### config.mk
export PLATFORM = sky130hd
export DESIGN_NAME = regfile_write_arbiter
export DESIGN_NICKNAME = d
export VERILOG_FILES = /design/src/rtl/regfile_write_arbiter_pkg.sv /design/src/rtl/regfile_write_arbiter_rr_pick.sv /design/src/rtl/regfile_write_arbiter.sv
export SDC_FILE = /design/constraint.sdc
export NUM_CORES = 1
export LEC_CHECK = 0
export CAP_MARGIN = 5
export CELL_PAD_IN_SITES_DETAIL_PLACEMENT = 1
export CELL_PAD_IN_SITES_GLOBAL_PLACEMENT = 1
export CORE_UTILIZATION = 29
export DETAILED_ROUTE_END_ITERATION = 16
export PLACE_DENSITY_LB_ADDON = 0.2
export SETUP_SLACK_MARGIN = 0.4
export SYNTH_ARGS = -nofsm -noshare
export SYNTH_HDL_FRONTEND = slang
export SYNTH_SLANG_ARGS = --single-unit
### constraint.sdc
create_clock -name clk -period 3.95 [get_ports clk]
set_input_delay 0.79 -clock clk [delete_from_list [all_inputs] [get_ports clk]]
set_output_delay 0.79 -clock clk [all_outputs]
set_load 0.02 [all_outputs]
### src/rtl/regfile_write_arbiter_pkg.sv
// Shared definitions for the register-file write arbiter: requester indices,
// register-file widths and the burst-lock state encoding.
package regfile_write_arbiter_pkg;

   localparam int REQ_ALU  = 0;
   localparam int REQ_LOAD = 1;
   localparam int REQ_IO   = 2;

   localparam int RF_ADDR_W = 5;
   localparam int RF_DATA_W = 32;

   typedef enum logic {
      IDLE   = 1'b0,
      LOCKED = 1'b1
   } lock_state_e;

endpackage

### src/rtl/regfile_write_arbiter_rr_pick.sv
// Round-robin picker: the first valid requester at or above the pointer,
// wrapping around. The output is one-hot, or all zero when nothing is valid.
module regfile_write_arbiter_rr_pick #(
   parameter int NUM_REQ = 3,
   parameter int PTR_W   = 2
) (
   input  logic [PTR_W-1:0]   ptr,
   input  logic [NUM_REQ-1:0] valid,
   output logic [NUM_REQ-1:0] grant
);

   logic found;

   // Walk the offsets from the pointer and take the first valid slot.
   always_comb begin
      grant = '0;
      found = 1'b0;
      for (int off = 0; off < NUM_REQ; off++) begin
         for (int i = 0; i < NUM_REQ; i++) begin
            if (!found && valid[i] && (i == ((int'(ptr) + off) % NUM_REQ))) begin
               grant[i] = 1'b1;
               found    = 1'b1;
            end
         end
      end
   end

endmodule

### src/rtl/regfile_write_arbiter.sv
// Register-file write-port arbiter. It runs round-robin arbitration between the
// writeback sources, with an optional burst lock and a registered output stage.
// Optional feature macro RF_BYPASS_EN adds combinational read-bypass ports.
module regfile_write_arbiter
   import regfile_write_arbiter_pkg::*;
#(
   parameter int NUM_REQ  = 3,
   parameter int MAX_LOCK = 16,
   localparam int PTR_W   = (NUM_REQ > 1) ? $clog2(NUM_REQ) : 1
) (
   input  logic                           clk,
   input  logic                           reset,
   input  logic [NUM_REQ-1:0]             req_valid,
   input  logic [NUM_REQ-1:0]             req_lock,
   input  logic [RF_ADDR_W*NUM_REQ-1:0]   req_rd,
   input  logic [RF_DATA_W*NUM_REQ-1:0]   req_data,
   output logic [NUM_REQ-1:0]             req_ready,
   input  logic                           freeze,
   output logic                           write_data,
   output logic [RF_ADDR_W-1:0]           rd,
   output logic [RF_DATA_W-1:0]           reg_write,
   output logic [PTR_W-1:0]               grant_id,
   output logic                           locked
`ifdef RF_BYPASS_EN
  ,input  logic [RF_ADDR_W-1:0]           byp_rs1,
   input  logic [RF_ADDR_W-1:0]           byp_rs2,
   output logic                           byp_hit1,
   output logic                           byp_hit2,
   output logic [RF_DATA_W-1:0]           byp_data1,
   output logic [RF_DATA_W-1:0]           byp_data2
`endif
);

   localparam int CNT_W = $clog2(MAX_LOCK + 1);

   lock_state_e           lock_state_q, lock_state_d;
   logic [PTR_W-1:0]      owner_q, owner_d;
   logic [CNT_W-1:0]      cnt_q, cnt_d;
   logic [PTR_W-1:0]      ptr_q, ptr_d;
   logic                  write_data_q, write_data_d;
   logic [RF_ADDR_W-1:0]  rd_q, rd_d;
   logic [RF_DATA_W-1:0]  reg_write_q, reg_write_d;
   logic [PTR_W-1:0]      grant_id_q, grant_id_d;

   logic [NUM_REQ-1:0]    rr_grant;
   logic [NUM_REQ-1:0]    owner_oh;
   logic                  owner_lock;
   logic                  acc;
   logic [PTR_W-1:0]      acc_idx;
   logic                  acc_lock;
   logic [RF_ADDR_W-1:0]  acc_rd;
   logic [RF_DATA_W-1:0]  acc_data;
   logic [CNT_W-1:0]      cnt_inc;

   // Advance an index by one, wrapping at NUM_REQ.
   function automatic logic [PTR_W-1:0] wrap_inc(input logic [PTR_W-1:0] idx);
      return (int'(idx) == NUM_REQ - 1) ? '0 : idx + 1'b1;
   endfunction

   regfile_write_arbiter_rr_pick #(
      .NUM_REQ (NUM_REQ),
      .PTR_W   (PTR_W)
   ) u_rr_pick (
      .ptr   (ptr_q),
      .valid (req_valid),
      .grant (rr_grant)
   );

   // Owner one-hot and its lock request, used while a burst is held.
   always_comb begin
      owner_oh = '0;
      for (int i = 0; i < NUM_REQ; i++) begin
         owner_oh[i] = (owner_q == PTR_W'(i));
      end
      owner_lock = |(owner_oh & req_lock);
   end

   // Grant: masked by reset and freeze. Pinned to the owner while locked, otherwise round-robin.
   always_comb begin
      req_ready = '0;
      if (reset && !freeze) begin
         if (lock_state_q == LOCKED) req_ready = owner_oh & req_valid;
         else                        req_ready = rr_grant;
      end
   end

   // Decode the accepted requester and mux its payload.
   always_comb begin
      acc      = |(req_valid & req_ready);
      acc_idx  = '0;
      acc_lock = 1'b0;
      acc_rd   = '0;
      acc_data = '0;
      for (int i = 0; i < NUM_REQ; i++) begin
         if (req_valid[i] && req_ready[i]) begin
            acc_idx  = PTR_W'(i);
            acc_lock = req_lock[i];
            acc_rd   = req_rd[i*RF_ADDR_W +: RF_ADDR_W];
            acc_data = req_data[i*RF_DATA_W +: RF_DATA_W];
         end
      end
   end

   // Next-state logic for the lock FSM and the round-robin pointer.
   always_comb begin
      lock_state_d = lock_state_q;
      owner_d      = owner_q;
      cnt_d        = cnt_q;
      ptr_d        = ptr_q;
      cnt_inc      = cnt_q + 1'b1;
      if (!freeze) begin
         if (lock_state_q == IDLE) begin
            if (acc) begin
               // A lock of 1 is just a single grant, so it never enters LOCKED.
               if (acc_lock && MAX_LOCK > 1) begin
                  lock_state_d = LOCKED;
                  owner_d      = acc_idx;
                  cnt_d        = CNT_W'(1);
               end else begin
                  ptr_d = wrap_inc(acc_idx);
               end
            end
         end else begin
            // Leave the burst when the owner stops asking, or when its last allowed grant is taken.
            if (!owner_lock || (acc && cnt_inc == CNT_W'(MAX_LOCK))) begin
               lock_state_d = IDLE;
               cnt_d        = '0;
               ptr_d        = wrap_inc(owner_q);
            end else if (acc) begin
               cnt_d = cnt_inc;
            end
         end
      end
   end

   // Output stage: capture the accepted write. A no-accept cycle only drops the enable.
   always_comb begin
      write_data_d = 1'b0;
      rd_d         = rd_q;
      reg_write_d  = reg_write_q;
      grant_id_d   = grant_id_q;
      if (acc) begin
         write_data_d = (acc_rd != '0);
         rd_d         = acc_rd;
         reg_write_d  = acc_data;
         grant_id_d   = acc_idx;
      end
   end

   // State registers.
   always_ff @(posedge clk or negedge reset) begin
      if (!reset) begin
         lock_state_q <= IDLE;
         owner_q      <= '0;
         cnt_q        <= '0;
         ptr_q        <= '0;
         write_data_q <= 1'b0;
         rd_q         <= '0;
         reg_write_q  <= '0;
         grant_id_q   <= '0;
      end else begin
         lock_state_q <= lock_state_d;
         owner_q      <= owner_d;
         cnt_q        <= cnt_d;
         ptr_q        <= ptr_d;
         write_data_q <= write_data_d;
         rd_q         <= rd_d;
         reg_write_q  <= reg_write_d;
         grant_id_q   <= grant_id_d;
      end
   end

   assign write_data = write_data_q;
   assign rd         = rd_q;
   assign reg_write  = reg_write_q;
   assign grant_id   = grant_id_q;
   assign locked     = (lock_state_q == LOCKED);

`ifdef RF_BYPASS_EN
   // Readers see the pending write before it commits to the register file.
   always_comb begin
      byp_hit1  = write_data_q && (rd_q == byp_rs1) && (byp_rs1 != '0);
      byp_hit2  = write_data_q && (rd_q == byp_rs2) && (byp_rs2 != '0);
      byp_data1 = reg_write_q;
      byp_data2 = reg_write_q;
   end
`endif

endmodule

After elaboration in Yosys (flattened, before gate mapping):

Index checks and enable logic that the tools add are counted.

* register bits after elaboration: 50
* bits of input ports: 120
* output and inout port bits: 44
* logic and storage cells: 125

* $add $sub $neg: 5
* div/mod/pow operators: 3
* eq/ne operators: 13
* multiplexer cells: 45
* bitwise operators: 5
* reduce and logical (&&, ||, !) cells: 46

Operator list (count)
* 2-bit by 32-bit equality test with 1-bit output (first input constant): 3
* 3-bit by 32-bit equality test with 1-bit output (first input constant): 3
* 32-bit zero test: 3
* 32-bit 2-to-1 mux: 3
* 32-bit by 3-bit modulo with 32-bit output (second input constant): 2
* 5-bit 2-to-1 mux: 8
* 3-bit by 3-bit modulo with 32-bit output (second input constant): 1
* 1-bit 2-to-1 mux: 25
* 1-bit logical AND: 22
* 2-bit 2-to-1 mux: 7
* 4-bit AND reduction: 3
* 1-bit zero test: 10
* 3-bit bitwise AND: 3
* 2-bit equality test (second input constant): 3
* 3-bit 2-to-1 mux: 2
* 2-bit nonzero test: 3
* 3-bit OR reduction: 2
* 5-bit by 1-bit adder with 5-bit output (second input constant): 1
* 5-bit equality test (second input constant): 1
* 5-bit nonzero test: 1
* 2-bit by 1-bit adder with 2-bit output (second input constant): 2
* 2-bit by 1-bit adder with 3-bit output (second input constant): 1
* 2-bit by 2-bit adder with 3-bit output (second input constant): 1
* 2-bit by 1-bit equality test with 1-bit output (second input constant): 1
* 5 further kinds: 6

Logic depth before layout (Yosys ltp):

Gate-level depths: netlist (run 1).

* depth in word-level cells: 46
* gate-level depth with buffers: 10
* mapped depth without buffers: 9

By module:

A second synthesis (run 1) with hierarchy kept.

* cells, all modules: 323
* area total of the unflattened synthesis: 2976.6 sq um

By module, submodules not included
* regfile_write_arbiter: instances 1, cells each 308, area each 2856.5 sq um, seq. area each 1251.2 sq um
* regfile_write_arbiter_rr_pick: instances 1, cells each 15, area each 120.1 sq um, seq. area each 0.0 sq um

Least setup slack after synthesis (run 1):

Ideal clock, no wire load.

* path kind: input to output
* from: in req_valid[2]
* to: out req_ready[2]
* arrival: 1.898 ns
* required time: 3.160 ns
* slack: 1.262 ns
* stages on the path: 5
* buffers on the path: 2
* cell sequence: nor2b_1 nand4_1 a31oi_4 buf_2 buf_2

* longest elaborated chain between the ends: 29
* elaborated cells on any way between the ends: 32
* those cells by class: 11 x mux; 1 x bitwise; 20 x reduce/logical

Ends and longest elaborated chain
* start, declared: RTL line regfile_write_arbiter.sv:13 `input logic [NUM_REQ-1:0] req_valid,`
* 1-bit logical AND (2 in a row): RTL line regfile_write_arbiter_rr_pick.sv:20 `if (!found && valid[i] && (i == ((int'(ptr) + off) % NUM_REQ))) begin`
* 1-bit 2-to-1 mux: RTL line regfile_write_arbiter_rr_pick.sv:20
* 1-bit zero test: RTL line regfile_write_arbiter_rr_pick.sv:20
* 1-bit logical AND (2 in a row): RTL line regfile_write_arbiter_rr_pick.sv:20
* 1-bit 2-to-1 mux: RTL line regfile_write_arbiter_rr_pick.sv:20
* 1-bit zero test: RTL line regfile_write_arbiter_rr_pick.sv:20
* 1-bit logical AND (2 in a row): RTL line regfile_write_arbiter_rr_pick.sv:20
* 1-bit 2-to-1 mux: RTL line regfile_write_arbiter_rr_pick.sv:20
* (+8 left out)
* 1-bit zero test: RTL line regfile_write_arbiter_rr_pick.sv:20
* 1-bit logical AND (2 in a row): RTL line regfile_write_arbiter_rr_pick.sv:20
* 1-bit 2-to-1 mux: RTL line regfile_write_arbiter_rr_pick.sv:20
* 1-bit zero test: RTL line regfile_write_arbiter_rr_pick.sv:20
* 1-bit logical AND (2 in a row): RTL line regfile_write_arbiter_rr_pick.sv:20
* 1-bit 2-to-1 mux: RTL line regfile_write_arbiter_rr_pick.sv:20
* 3-bit 2-to-1 mux *: RTL line regfile_write_arbiter.sv:82 `if (lock_state_q == LOCKED) req_ready = owner_oh & req_valid;`
* 3-bit 2-to-1 mux *: RTL line regfile_write_arbiter.sv:81 `if (reset && !freeze) begin`
* end, declared: RTL line regfile_write_arbiter.sv:17 `output logic [NUM_REQ-1:0] req_ready,`

Mark *: on every way between the ends. The rest lies on a longest branch, timed or not.

Worst setup path after layout (run 1):

* from: in req_valid[0]
* to: out req_ready[1]

* longest elaborated chain between the ends: 32
* elaborated cells on any way between the ends: 34
* those cells by class: 12 x mux; 22 x reduce/logical

Ends and longest elaborated chain (RTL line)
* 1-bit logical AND: regfile_write_arbiter_rr_pick.sv:20
* 1-bit 2-to-1 mux: regfile_write_arbiter_rr_pick.sv:20
* 1-bit zero test: regfile_write_arbiter_rr_pick.sv:20
* 1-bit logical AND (2 in a row): regfile_write_arbiter_rr_pick.sv:20
* 1-bit 2-to-1 mux: regfile_write_arbiter_rr_pick.sv:20
* 1-bit zero test: regfile_write_arbiter_rr_pick.sv:20
* 1-bit logical AND (2 in a row): regfile_write_arbiter_rr_pick.sv:20
* 1-bit 2-to-1 mux: regfile_write_arbiter_rr_pick.sv:20
* (+12 left out)
* 1-bit zero test: regfile_write_arbiter_rr_pick.sv:20
* 1-bit logical AND (2 in a row): regfile_write_arbiter_rr_pick.sv:20
* 1-bit 2-to-1 mux: regfile_write_arbiter_rr_pick.sv:20
* 1-bit zero test: regfile_write_arbiter_rr_pick.sv:20
* 1-bit logical AND (2 in a row): regfile_write_arbiter_rr_pick.sv:20
* 1-bit 2-to-1 mux *: regfile_write_arbiter_rr_pick.sv:20
* 3-bit 2-to-1 mux *: regfile_write_arbiter.sv:82
* 3-bit 2-to-1 mux *: regfile_write_arbiter.sv:81

Marks and branches as above.

==> results of run 1 <==
[power by group through the flow]
| stage | registers, mW | clock network, mW | logic [mW] |
|---|---|---|---|
| 2_1_floorplan | 1.15 | 0 | 0.683 |
| 3_3_place_gp | 0.921 | 0 | 1.60 |
| 3_5_place_dp | 0.935 | 0 | 1.64 |
| 4_1_cts | 0.925 | 0.381 | 1.64 |
| 6_report | 0.921 | 0.368 | 1.62 |
| 5_1_grt | 0.953 | 0.398 | 1.75 |
[state kept, by name, summed over array words and instances (netlist names)]
name	flops
owner_q	2
rd	5
reg_write	32
cnt_q	5
locked	1
write_data	1
grant_id	2
ptr_q	2
[metal layers]
layer	share of wire, %	wire length, um	vias to the layer above	global-route usage, %
met5	0	0	-	0
met3	5.1	510	7	3.27
li1	-	-	1411	-
met2	50	5030	91	34.7
met4	0.61	61	0	3.68
met1	44	4410	1445	25.2
[metrics by stage]
| stage | cell area, um^2 | setup slack (ps) | cells | total power [mW] |
|---|---|---|---|---|
| CTS | 4640 | 555 | 585 | 2.95 |
| detailed placement | 4530 | 558 | 577 | 2.57 |
| global route | 4640 | 501 | 585 | 3.10 |
| global placement | 4530 | 616 | 577 | 2.52 |
| finish | 4640 | 583 | 585 | 2.91 |
| floorplan | 2790 | 1260 | 298 | 1.83 |
[final timing paths]
check                                          start                         to  cells after the start
worst max-delay path                    req_valid[0]               req_ready[1]                      5
worst min-delay path               rd[2]$_DFFE_PN0P_          rd[2]$_DFFE_PN0P_                      2
worst max register to register  ptr_q[0]$_DFFE_PN0P_       cnt_q[1]$_DFFE_PN0P_                     10
worst min register to register     rd[2]$_DFFE_PN0P_          rd[2]$_DFFE_PN0P_                      2
max in group asynchronous                      reset   reg_write[5]$_DFFE_PN0P_                      2
min in group asynchronous                      reset  reg_write[24]$_DFFE_PN0P_                      2
[cell usage in the layout (no fill, tap or decap), drive strengths merged, types with 4 or more instances in the layout]
cell,Yosys,routed
a22oi,32,32
nor2,39,39
buf,17,8
clkdlybuf4s50,0,162
a31oi,34,34
mux2i,4,4
a21oi,8,8
clkbuf,3,6
nor3,4,4
nand2,50,50
inv,8,8
dfrtp,50,50
a222oi,5,5
[cell type report]
| type | count | area (um^2) | area share [%] |
|---|---|---|---|
| multi-input cells | 220 | 1390 | 30.0 |
| clock buffers | 6 | 72.6 | 1.57 |
| flip-flops and latches | 50 | 1250 | 27.0 |
| clock inverters | 2 | 37.5 | 0.809 |
| inverters | 8 | 30.0 | 0.648 |
| well taps | 129 | 161 | 3.48 |
| repair buffers | 170 | 1690 | 36.5 |
[critical path, cell delays in order]
cell and delay [ps]:
clkdlybuf4s50_1 460, nor2_1 130, o211ai_1 170, a21oi_4 350, clkdlybuf4s50_1 680
[cells in the mapped netlist (2+ instances only)]
cell type	instances	area (um^2)
a21o_1	2	15.0
a21oi_1	7	35.0
a222oi_1	5	50.1
a22oi_1	32	240
a31oi_1	33	206
and3_1	2	12.5
buf_2	11	55.1
buf_6	6	67.6
clkbuf_1	3	11.3
dfrtp_1	50	1250
ha_1	3	37.5
inv_1	7	26.3
mux2_2	2	22.5
mux2i_1	4	40.0
nand2_1	49	184
nand3_1	3	15.0
nor2_1	38	143
nor2b_1	3	18.8
nor3_1	2	10.0
o211ai_1	2	15.0
o21a_1	3	22.5
o2bb2ai_1	3	26.3
[cell families after synthesis]
family	synth area share, %
muxes	2.24
DFF	44.8
adders and majority gates	1.34
AOI/OAI and AO/OA	28.1
and+or+nand+nor	17.6
buffers and inverters	5.87
==> impl_results.html, run 1 <==
<table>
<tr><th>Metric</th><th>Value</th></tr>
<tr><th colspan="2">Detailed routing</th></tr>
<tr><td>Routed wire length per instance</td><td>17.1 um</td></tr>
<tr><td>Via/cell ratio</td><td>between 5 and 6</td></tr>
<tr><td>Final Routed Wirelength</td><td>10000 um</td></tr>
<tr><td>Number of DRC markers in iteration 0</td><td>114</td></tr>
<tr><td>First-pass DRT Iterations</td><td>5</td></tr>
<tr><td>Detailed-route via count</td><td>2954</td></tr>
<tr><td>Post-route DRC</td><td>0</td></tr>
<tr><td>Antenna Violating Nets Remaining</td><td>0</td></tr>
<tr><th colspan="2">Timing</th></tr>
<tr><td>Post-route clock period utilization</td><td>between 80% and 90%</td></tr>
<tr><td>Sum of negative setup slack</td><td>0 ps</td></tr>
<tr><td>Maximum clock rate</td><td>0.297 GHz</td></tr>
<tr><td>Unrepaired setup endpoints after global routing</td><td>no</td></tr>
<tr><td>Final clock skew</td><td>6.70 ps</td></tr>
<tr><td>Tightest hold margin</td><td>about 480 ps</td></tr>
<tr><td>Count of endpoints failing hold in the final timing report</td><td>0</td></tr>
<tr><td>Worst max-slew margin expressed relative to the limit</td><td>56.5%</td></tr>
<tr><td>Post-layout min period</td><td>3370 ps</td></tr>
<tr><td>Final count of pins violating max slew</td><td>0</td></tr>
<tr><td>Worst-Margin Slew</td><td>652 ps</td></tr>
<tr><td>Final setup viols</td><td>0</td></tr>
<tr><th colspan="2">Clocking</th></tr>
<tr><td>Clock latency reported for the late side of the worst-skew pair</td><td>310 ps</td></tr>
<tr><td>CTS HTree Levels</td><td>2</td></tr>
<tr><td>Worst-case clock buffer depth</td><td>2</td></tr>
<tr><td>Clock tree from TritonCTS</td><td>done</td></tr>
<tr><td>Resized Gates After CTS</td><td>0</td></tr>
<tr><td>Num Clock Sinks</td><td>50</td></tr>
<tr><td>Number of buffers inserted by post-CTS setup repair</td><td>0</td></tr>
<tr><td>Root buffer cell</td><td>clkbuf_8</td></tr>
<tr><td>Quantity of hold-fixing buffers added after cts</td><td>0</td></tr>
<tr><td>Clock transition at the register clock pins on the worst setup and hold paths after CTS</td><td>90 ps</td></tr>
<tr><td>Clock buffers created by TritonCTS</td><td>5</td></tr>
<tr><th colspan="2">Die</th></tr>
<tr><td>Core region area</td><td>approximately 9300 um^2</td></tr>
<tr><td>Die X-Extent</td><td>100 um</td></tr>
<tr><td>Starting density of the core</td><td>30.1%</td></tr>
<tr><td>Number of rows created at floorplan</td><td>35</td></tr>
<tr><td>Floorplan die height</td><td>100 um</td></tr>
<tr><td>Die Footprint</td><td>10000 um^2</td></tr>
<tr><td>Number of placed I/O pins</td><td>164</td></tr>
<tr><th colspan="2">Synthesis</th></tr>
<tr><td>Main flop type after synthesis</td><td>dfrtp_1</td></tr>
<tr><td>Number of enable-type register cells in the synthesized netlist</td><td>0</td></tr>
<tr><td>Post-synthesis instance area</td><td>2790 um^2</td></tr>
<tr><td>Proportion of register bits with asynchronous set or reset after synthesis</td><td>100%</td></tr>
<tr><td>Sequential share of the synthesized area</td><td>44.8%</td></tr>
<tr><td>Number of instances in the synthesized netlist</td><td>slightly below 300</td></tr>
<tr><td>Distinct cells, synth</td><td>50</td></tr>
<tr><td>Nets in the synthesized netlist</td><td>421</td></tr>
<tr><td>Count of warnings emitted by yosys</td><td>0</td></tr>
<tr><td>Synthesized area per cell</td><td>about 9.4 um^2</td></tr>
<tr><td>Number of synthesized register bits</td><td>50</td></tr>
<tr><th colspan="2">Setup path</th></tr>
<tr><td>Class of the most critical setup path</td><td>input port to output pin</td></tr>
<tr><td>Category of the worst setup path capture point</td><td>output pin</td></tr>
<tr><td>Worst path arrival time</td><td>2580 ps</td></tr>
<tr><td>Required time of the critical path</td><td>~3200 ps</td></tr>
<tr><td>Crit path launch type</td><td>input port</td></tr>
<tr><td>Flop2flop setup slack</td><td>1100 ps</td></tr>
<tr><td>Largest fanout of any net on the critical path</td><td>9</td></tr>
<tr><th colspan="2">Layout</th></tr>
<tr><td>Post-synthesis to final-layout area growth</td><td>66.0%</td></tr>
<tr><td>Fill cell count</td><td>approximately 1100</td></tr>
<tr><td>Nets@finish</td><td>578</td></tr>
<tr><td>Utilization of the core after routing</td><td>49.9%</td></tr>
<tr><td>Ratio of cells with drive above 1 in the final layout</td><td>7.46%</td></tr>
<tr><td>Diodes inserted</td><td>0</td></tr>
<tr><th colspan="2">Global route</th></tr>
<tr><td>GRT Total Usage</td><td>19.6%</td></tr>
<tr><td>Global-route wire length before repair</td><td>15400 um</td></tr>
<tr><td>Antenna violations before repair</td><td>0</td></tr>
<tr><td>Pin count of the biggest net entering global routing</td><td>61</td></tr>
<tr><td>Vias in the first global route</td><td>approximately 3000</td></tr>
<tr><td>Total gr overflow</td><td>0</td></tr>
<tr><th colspan="2">Place</th></tr>
<tr><td>Routability-driven placement congestion ratio</td><td>0.907</td></tr>
<tr><td>Count of input and output buffers</td><td>163</td></tr>
<tr><td>DP HPWL</td><td>between 7000 and 8000 um</td></tr>
<tr><th colspan="2">Power</th></tr>
<tr><td>Switching part of the total</td><td>41.0%</td></tr>
<tr><td>Power per cell area</td><td>627 nW/um^2</td></tr>
<tr><td>Share of total power in the clock network</td><td>12.7%</td></tr>
<tr><td>Power dissipated by switching net loads</td><td>approximately 1.2 mW</td></tr>
<tr><td>Peak supply drop</td><td>0.196 mV</td></tr>
<tr><td>Relative contribution of combinational cells to total power</td><td>55.7%</td></tr>
<tr><td>Internal power</td><td>1.72 mW</td></tr>
<tr><td>Leakage Power</td><td>1.85 nW</td></tr>
<tr><td>Portion of total power attributed to sequential cells</td><td>about a third</td></tr>
<tr><th colspan="2">Worst hold path</th></tr>
<tr><td>Min-delay worst type</td><td>flop to flop</td></tr>
<tr><th colspan="2">Flow run</th></tr>
<tr><td>Max-Cap Viols</td><td>0</td></tr>
<tr><th colspan="2">Status</th></tr>
<tr><td>Outcome</td><td>finished, final reports clean</td></tr>
</table>
No activity file was read; power rests on OpenSTA's default activity.
==> inputs of run 2 (changes only) <==
- CTS_CLUSTER_SIZE: not set -> 30
==> results of run 2 <==
No change in the layout: final DEF, timing and power equal those of run 1.
